<file path="config.mk">
export PLATFORM = sky130hd
export DESIGN_NAME = mem_stage_ctrl_flat
export DESIGN_NICKNAME = d
export VERILOG_FILES = /design/src/rtl/mem_stage_ctrl_if.sv /design/src/rtl/mem_stage_ctrl.sv /design/src/flat_wrapper.sv
export SDC_FILE = /design/constraint.sdc
export NUM_CORES = 1
export LEC_CHECK = 0
export CORE_MARGIN = 2
export CORE_UTILIZATION = 45
export DETAILED_ROUTE_END_ITERATION = 7
export PLACE_DENSITY = 0.77
export SLEW_MARGIN = 20
export SYNTH_ARGS = -nofsm -noshare
export SYNTH_HDL_FRONTEND = slang
export SYNTH_SLANG_ARGS = --single-unit
</file>
<file path="constraint.sdc">
create_clock -name clk -period 2.6 [get_ports clk]
set_input_delay 0.65 -clock clk [delete_from_list [all_inputs] [get_ports clk]]
set_output_delay 0.65 -clock clk [all_outputs]
set_load 0.02 [all_outputs]
</file>
<file path="src/rtl/mem_stage_ctrl_if.sv">
// Data-memory request/acknowledge bus between the MEM-stage controller and data memory.
// The controller is the master; the memory answers with ack and read data.
interface mem_stage_ctrl_if;
   localparam int unsigned DATA_W = 32;

   logic              dmem_req;
   logic              dmem_we;
   logic [DATA_W-1:0] dmem_addr;
   logic [DATA_W-1:0] dmem_wdata;
   logic              dmem_ack;
   logic [DATA_W-1:0] dmem_rdata;

   modport master (
      output dmem_req, dmem_we, dmem_addr, dmem_wdata,
      input  dmem_ack, dmem_rdata
   );

   modport slave (
      input  dmem_req, dmem_we, dmem_addr, dmem_wdata,
      output dmem_ack, dmem_rdata
   );
endinterface

</file>
<file path="src/rtl/mem_stage_ctrl.sv">
// MEM-stage controller: issues load/store accesses over a req/ack bus, stalls the
// upstream pipeline while an access is outstanding, and fills the MEM/WB register.
module mem_stage_ctrl #(
   parameter int unsigned TIMEOUT = 16,
   parameter int unsigned CNT_W   = 5
) (
   input  logic                  clk,
   input  logic                  rst_n,
   input  logic                  RegWr_M,
   input  logic                  MemWr_M,
   input  logic                  MemtoReg_M,
   input  logic                  RegDst_M,
   input  logic [4:0]            Rd_M,
   input  logic [4:0]            Rt_M,
   input  logic [31:0]           PC_M,
   input  logic [31:0]           result_M,
   input  logic [31:0]           rt_data_M,
   mem_stage_ctrl_if.master      dmem,
   output logic                  stall_M,
   output logic                  RegWr_W,
   output logic                  MemtoReg_W,
   output logic [4:0]            WriteReg_W,
   output logic [31:0]           result_W,
   output logic [31:0]           read_data_W,
   output logic [31:0]           PC_W,
   output logic                  addr_err,
   output logic                  timeout_err
);

   localparam int unsigned REG_W  = 5;
   localparam int unsigned DATA_W = 32;
   localparam logic [CNT_W-1:0] CNT_TERM = CNT_W'(TIMEOUT - 1);

   typedef enum logic [0:0] {ST_IDLE, ST_WAIT} state_t;

   state_t              state_q, state_d;
   logic [CNT_W-1:0]    cnt_q, cnt_d;
   logic                req_q, req_d;
   logic                we_q, we_d;
   logic [DATA_W-1:0]   addr_q, addr_d;
   logic [DATA_W-1:0]   wdata_q, wdata_d;
   logic                lat_regwr_q, lat_regwr_d;
   logic                lat_load_q, lat_load_d;
   logic [REG_W-1:0]    lat_wreg_q, lat_wreg_d;
   logic [DATA_W-1:0]   lat_pc_q, lat_pc_d;
   logic                regwr_w_d, memtoreg_w_d;
   logic [REG_W-1:0]    wreg_w_d;
   logic [DATA_W-1:0]   result_w_d, rdata_w_d, pc_w_d;
   logic                addr_err_d, timeout_err_d;
   logic                stall_c;

   logic                mem_op;
   logic                aligned;
   logic [REG_W-1:0]    wreg_sel;

   assign mem_op   = MemWr_M | MemtoReg_M;
   assign aligned  = (result_M[1:0] == 2'b00);
   assign wreg_sel = RegDst_M ? Rd_M : Rt_M;

   // Reset forces the combinational stall low along with every registered output.
   assign stall_M = rst_n & stall_c;

   assign dmem.dmem_req   = req_q;
   assign dmem.dmem_we    = we_q;
   assign dmem.dmem_addr  = addr_q;
   assign dmem.dmem_wdata = wdata_q;

   // Next-state, request and MEM/WB logic
   always_comb begin
      state_d       = state_q;
      cnt_d         = cnt_q;
      req_d         = req_q;
      we_d          = we_q;
      addr_d        = addr_q;
      wdata_d       = wdata_q;
      lat_regwr_d   = lat_regwr_q;
      lat_load_d    = lat_load_q;
      lat_wreg_d    = lat_wreg_q;
      lat_pc_d      = lat_pc_q;
      regwr_w_d     = RegWr_W;
      memtoreg_w_d  = MemtoReg_W;
      wreg_w_d      = WriteReg_W;
      result_w_d    = result_W;
      rdata_w_d     = read_data_W;
      pc_w_d        = PC_W;
      addr_err_d    = 1'b0;
      timeout_err_d = 1'b0;
      stall_c       = 1'b0;

      unique case (state_q)
         ST_IDLE: begin
            cnt_d        = '0;
            wreg_w_d     = wreg_sel;
            result_w_d   = result_M;
            pc_w_d       = PC_M;
            rdata_w_d    = '0;
            memtoreg_w_d = 1'b0;
            if (mem_op && aligned) begin
               stall_c     = 1'b1;
               state_d     = ST_WAIT;
               req_d       = 1'b1;
               we_d        = MemWr_M;
               addr_d      = result_M;
               wdata_d     = rt_data_M;
               lat_regwr_d = RegWr_M;
               lat_load_d  = MemtoReg_M & ~MemWr_M;
               lat_wreg_d  = wreg_sel;
               lat_pc_d    = PC_M;
               regwr_w_d   = 1'b0;
            end else if (mem_op) begin
               regwr_w_d  = 1'b0;
               addr_err_d = 1'b1;
            end else begin
               regwr_w_d  = RegWr_M;
            end
         end

         ST_WAIT: begin
            // Ack has priority over the terminal count.
            if (dmem.dmem_ack) begin
               state_d      = ST_IDLE;
               req_d        = 1'b0;
               cnt_d        = '0;
               regwr_w_d    = lat_regwr_q;
               memtoreg_w_d = lat_load_q;
               wreg_w_d     = lat_wreg_q;
               result_w_d   = addr_q;
               pc_w_d       = lat_pc_q;
               rdata_w_d    = lat_load_q ? dmem.dmem_rdata : '0;
            end else if (cnt_q == CNT_TERM) begin
               state_d       = ST_IDLE;
               req_d         = 1'b0;
               cnt_d         = '0;
               regwr_w_d     = 1'b0;
               memtoreg_w_d  = 1'b0;
               timeout_err_d = 1'b1;
            end else begin
               stall_c = 1'b1;
               cnt_d   = cnt_q + 1'b1;
            end
         end

         default: state_d = ST_IDLE;
      endcase
   end

   // State and output registers
   always_ff @(posedge clk or negedge rst_n) begin
      if (!rst_n) begin
         state_q     <= ST_IDLE;
         cnt_q       <= '0;
         req_q       <= 1'b0;
         we_q        <= 1'b0;
         addr_q      <= '0;
         wdata_q     <= '0;
         lat_regwr_q <= 1'b0;
         lat_load_q  <= 1'b0;
         lat_wreg_q  <= '0;
         lat_pc_q    <= '0;
         RegWr_W     <= 1'b0;
         MemtoReg_W  <= 1'b0;
         WriteReg_W  <= '0;
         result_W    <= '0;
         read_data_W <= '0;
         PC_W        <= '0;
         addr_err    <= 1'b0;
         timeout_err <= 1'b0;
      end else begin
         state_q     <= state_d;
         cnt_q       <= cnt_d;
         req_q       <= req_d;
         we_q        <= we_d;
         addr_q      <= addr_d;
         wdata_q     <= wdata_d;
         lat_regwr_q <= lat_regwr_d;
         lat_load_q  <= lat_load_d;
         lat_wreg_q  <= lat_wreg_d;
         lat_pc_q    <= lat_pc_d;
         RegWr_W     <= regwr_w_d;
         MemtoReg_W  <= memtoreg_w_d;
         WriteReg_W  <= wreg_w_d;
         result_W    <= result_w_d;
         read_data_W <= rdata_w_d;
         PC_W        <= pc_w_d;
         addr_err    <= addr_err_d;
         timeout_err <= timeout_err_d;
      end
   end

endmodule
</file>
<file path="src/flat_wrapper.sv">
// flat-port wrapper written by rule: the top's interface ports become plain ports
module mem_stage_ctrl_flat 
#(
   parameter int unsigned TIMEOUT = 16,
   parameter int unsigned CNT_W   = 5
)
  (clk, rst_n, RegWr_M, MemWr_M, MemtoReg_M, RegDst_M, Rd_M, Rt_M, PC_M, result_M, rt_data_M, stall_M, RegWr_W, MemtoReg_W, WriteReg_W, result_W, read_data_W, PC_W, addr_err, timeout_err, dmem_dmem_req, dmem_dmem_we, dmem_dmem_addr, dmem_dmem_wdata, dmem_dmem_ack, dmem_dmem_rdata);
  mem_stage_ctrl_if dmem_i ();
  input  logic clk;
  input  logic rst_n;
  input  logic RegWr_M;
  input  logic MemWr_M;
  input  logic MemtoReg_M;
  input  logic RegDst_M;
  input  logic [4:0] Rd_M;
  input  logic [4:0] Rt_M;
  input  logic [31:0] PC_M;
  input  logic [31:0] result_M;
  input  logic [31:0] rt_data_M;
  output logic stall_M;
  output logic RegWr_W;
  output logic MemtoReg_W;
  output logic [4:0] WriteReg_W;
  output logic [31:0] result_W;
  output logic [31:0] read_data_W;
  output logic [31:0] PC_W;
  output logic addr_err;
  output logic timeout_err;
  output wire logic [$bits(dmem_i.dmem_req)-1:0] dmem_dmem_req;
  output wire logic [$bits(dmem_i.dmem_we)-1:0] dmem_dmem_we;
  output wire logic [$bits(dmem_i.dmem_addr)-1:0] dmem_dmem_addr;
  output wire logic [$bits(dmem_i.dmem_wdata)-1:0] dmem_dmem_wdata;
  input wire logic [$bits(dmem_i.dmem_ack)-1:0] dmem_dmem_ack;
  input wire logic [$bits(dmem_i.dmem_rdata)-1:0] dmem_dmem_rdata;
  assign dmem_dmem_req = dmem_i.dmem_req;
  assign dmem_dmem_we = dmem_i.dmem_we;
  assign dmem_dmem_addr = dmem_i.dmem_addr;
  assign dmem_dmem_wdata = dmem_i.dmem_wdata;
  assign dmem_i.dmem_ack = dmem_dmem_ack;
  assign dmem_i.dmem_rdata = dmem_dmem_rdata;
  mem_stage_ctrl #(.TIMEOUT(TIMEOUT), .CNT_W(CNT_W)) u_core (.clk(clk), .rst_n(rst_n), .RegWr_M(RegWr_M), .MemWr_M(MemWr_M), .MemtoReg_M(MemtoReg_M), .RegDst_M(RegDst_M), .Rd_M(Rd_M), .Rt_M(Rt_M), .PC_M(PC_M), .result_M(result_M), .rt_data_M(rt_data_M), .dmem(dmem_i), .stall_M(stall_M), .RegWr_W(RegWr_W), .MemtoReg_W(MemtoReg_W), .WriteReg_W(WriteReg_W), .result_W(result_W), .read_data_W(read_data_W), .PC_W(PC_W), .addr_err(addr_err), .timeout_err(timeout_err));
endmodule
</file>
==> flow_summary_export.csv <==
group,metric,value,unit
outcome,status,"completed",
critical_path,required_arrival_time_at_the_worst_endpoint,1.95,ns
die,floorplan.die_area,20400,um2
grt,grt-busiest-layer,"met2",
routing,detailroute.via_count,6139,
grt,grt_max_degree,145,
sta,slew_headroom,38.8,%
synthesis,synth_compound_gate_area_share,7.64,%
routing,routed_wl,23100,um
critical_path,worstPathCellList,"or4_4 -> a21boi_1 -> buf_4",
grt,number_of_global_route_vias_before_repair,6410,
place,io_buffer_count,316,
grt,grt_antenna_before_repair,0,
grt,grt_first_pass_wirelength,35600,um
grt,gr-usage-met3,10.9,%
sta,max_slew.worst_pin.slew,0.918,ns
sta,f_max,0.387,GHz
synthesis,synth_seq_area_share,62.3,%
clocking,ctsLongestPathBuffers,3,
clocking,tritoncts_clock_tree,"built",
sta,fin_crit_sh,99.3,%
critical_path,setup.worst_path.end_class,"primary output",
place,dpl_worst_slack,-0.0812,ns
critical_path,worstPathMaxFanout,3,
hold_path,min-delay-path-class,"input port to async pin",
grt,grt.met1_usage,26.2,%
power,vdd_drop_max,636,uV
layout,area_growth,49.8,%
synthesis,synth_top_family_by_area,"multiplexers",
die,die_w,143,um
synthesis,synth_top_area_share,62.3,%
sta,finalWorstPathRequiredPeriod,2.58,ns
sta,drv_slew,0,
routing,final_antenna_net_count,0,
layout,antenna_cells_inserted,0,
layout,design.final.nets,1101,
clocking,cts_root_buffer,"sky130_fd_sc_hd__clkbuf_16",
synthesis,synth-adder-area-share,0.144,%
clocking,cts_buffers,24,
power,powerDensity,809,nW/um2
synthesis,yosys_register_bits,216,
clocking,clkLatencyLatePin,0.51,ns
sta,setup-violations-final,0,
sta,finalHoldViolCount,0,
synthesis,synth.mux.area_fraction,22.9,%
routing,wl_per_cell,18.7,um
layout,drive_above_1_share,17.3,%
clocking,post_cts_hold_buffer_count,0,
critical_path,cp.arrival,1.93,ns
clocking,cts.sink_count,216,
die,starting_density_of_the_core,46.1,%
die,die_h,143,um
clocking,cts.reportedPaths.clkPinSlew,0.06,ns
synthesis,synth_simple_gate_area_share,4.34,%
grt,grt_usage,22.3,%
place,dp_hpwl,15600,um
sta,final.setup.tns,0,ns
synthesis,synth.distinct_cells,29,
critical_path,crit_path_max_incr_delay,0.58,ns
synthesis,synth_warnings,0,
critical_path,setup.worst_path.start_class,"register",
run,maxCapViolCount,0,
routing,post_drt_via_cell_ratio,4.98,
clocking,htree_levels,1,
place,gpl.final_weighted_congestion,0.745,
routing,drcViolationCount,0,
critical_path,worst-setup-path-type,"register to primary output",
die,num_rows,50,
routing,dr.pass1.iters,5,
synthesis,synth_area_leaders,"sky130_fd_sc_hd__dfrtp_1 62%, sky130_fd_sc_hd__mux2_2 11%, sky130_fd_sc_hd__mux2i_1 8.1%",
critical_path,timing.critical_path.buf_inv,1,
synthesis,synthesis.area,8680,um2
synthesis,synthXorXnorAreaFrac,0.202,%
synthesis,synthesis.area_per_instance,13.6,um2
routing,drtIter0Drc,207,
die,core_area,18800,um2
sta,final.setup.worst_slack,0.0192,ns
power,leakage,5.80,nW
sta,timing.clock.skew,0.00874,ns
sta,rsz_0062_raised_after_global_routing,"yes",
critical_path,crit_path_top_delay_cell,"sky130_fd_sc_hd__or4_4",
synthesis,postSynthNetCount,785,
synthesis,synthCells,639,
grt,grt.overflow.total,0,
die,io_pins,317,
grt,met2_use_gr,37.4,%
synthesis,dominant_cell_type_by_area_after_synthesis,"sky130_fd_sc_hd__dfrtp_1",
critical_path,cp_top_family,"simple AND/OR/NAND/NOR gates",
sequential cells by signal (all words and copies together) (netlist names), 5 cells and up:
name,flops
u_core.PC_W,32
u_core.dmem.dmem_addr,32
u_core.dmem.dmem_wdata,32
u_core.lat_pc_q,32
u_core.read_data_W,32
u_core.result_W,32
u_core.WriteReg_W,5
u_core.cnt_q,5
u_core.lat_wreg_q,5
cells by family (layout without fill, tap and decap cells):
| logic type | after synthesis | in the layout |
|---|---|---|
| multiplexers | 176 | 176 |
| adder cells (fa/ha/maj) | 1 | 1 |
| flip-flops | 216 | 216 |
| buffers and inverters | 46 | 379 |
| AND/OR/NAND/NOR | 92 | 92 |
| XOR/XNOR | 2 | 2 |
| AO/OA/AOI/OAI | 106 | 106 |
placed cells by master (no fill, tap or decap), types with 8 or more instances in the layout:
cell / n
sky130_fd_sc_hd__clkbuf_8: 8
sky130_fd_sc_hd__clkdlybuf4s50_1: 310
sky130_fd_sc_hd__dfrtp_1: 215
sky130_fd_sc_hd__a22o_1: 32
sky130_fd_sc_hd__a21oi_1: 69
sky130_fd_sc_hd__mux2i_1: 70
sky130_fd_sc_hd__nor2_1: 75
sky130_fd_sc_hd__buf_4: 14
sky130_fd_sc_hd__clkbuf_16: 25
sky130_fd_sc_hd__mux2_4: 24
sky130_fd_sc_hd__mux2_2: 82
cells in the mapped netlist, drive strengths merged:
cell type / n
a31o: 1
or4: 1
nand2b: 2
buf: 22
o211ai: 1
and3: 2
inv: 2
ha: 1
nor2b: 1
xnor2: 1
xor2: 1
a21boi: 1
nand4b: 1
and2: 2
mux2: 106
nand2: 4
nor2: 75
nand3: 3
a21oi: 69
mux2i: 70
dfrtp: 216
a22oi: 1
clkbuf: 22
a31oi: 1
a22o: 32
nor3: 1
worst paths after layout:
path	start	end	slack (ns)	cells after the start
min reg2reg	u_core.cnt_q[0]	u_core.cnt_q[0]	0.46	1
min	rst_n	u_core.RegWr_W	0.29	2
max reg2reg	u_core.state_q	u_core.dmem.dmem_addr[24]	0.50	5
min in group clk	u_core.cnt_q[0]	u_core.cnt_q[0]	0.46	1
max in group asynchronous	rst_n	u_core.read_data_W[31]	1.63	2
max	u_core.state_q	stall_M	0.02	3
final cells by class:
type	count	area (um2)
fill	1372	5830
sequential	216	5410
timing repair buffer	334	3370
multi-input combinational	377	3060
clock buffer	39	758
tap	260	325
clock inverter	4	70.1
inverter	2	7.51
worst reg2reg max path, delay by kind of cell, from the launching register on:
kind | cells | cell delay (ns)
buf+inv | 3 | 0.62
mux | 1 | 0.28
flops | 1 | 0.50
simple gates | 1 | 0.58
routing by layer:
layer,share of wire [%],up-vias
met3,12,24
met2,48,252
met1,39,2965
met4,1.6,0
met5,0,-
li1,-,2898
report_power, final:
| part | switching (mW) | internal, mW | leakage (nW) |
|---|---|---|---|
| clock | 1.31 | 2.18 | 0.409 |
| sequential | 0.340 | 3.94 | 2.61 |
| combinational | 1.29 | 1.47 | 2.78 |
| total | 2.94 | 7.58 | 5.80 |
repair_timing:
item | in CTS | in global routing
buffers inserted | 2 | 3
resized for setup | 2 | 1
endpoints found under the setup margin | 1 | 1
endpoints found under the hold margin | 0 | 0
pin swaps | 3 | 3
through the flow:
stage	util [%]	area, um2	power (mW)	instances	hold slack [ns]
global route	69.1	13000	11.0	1232	0.342
detailed placement	64.5	12100	7.09	1184	0.457
CTS	68.9	13000	10.6	1229	0.308
floorplan	-	8680	5.65	639	0.354
finish	69.1	13000	10.5	1232	0.292
global placement	64.5	12100	7.04	1184	0.449
No activity file was read; power rests on OpenSTA's default activity.
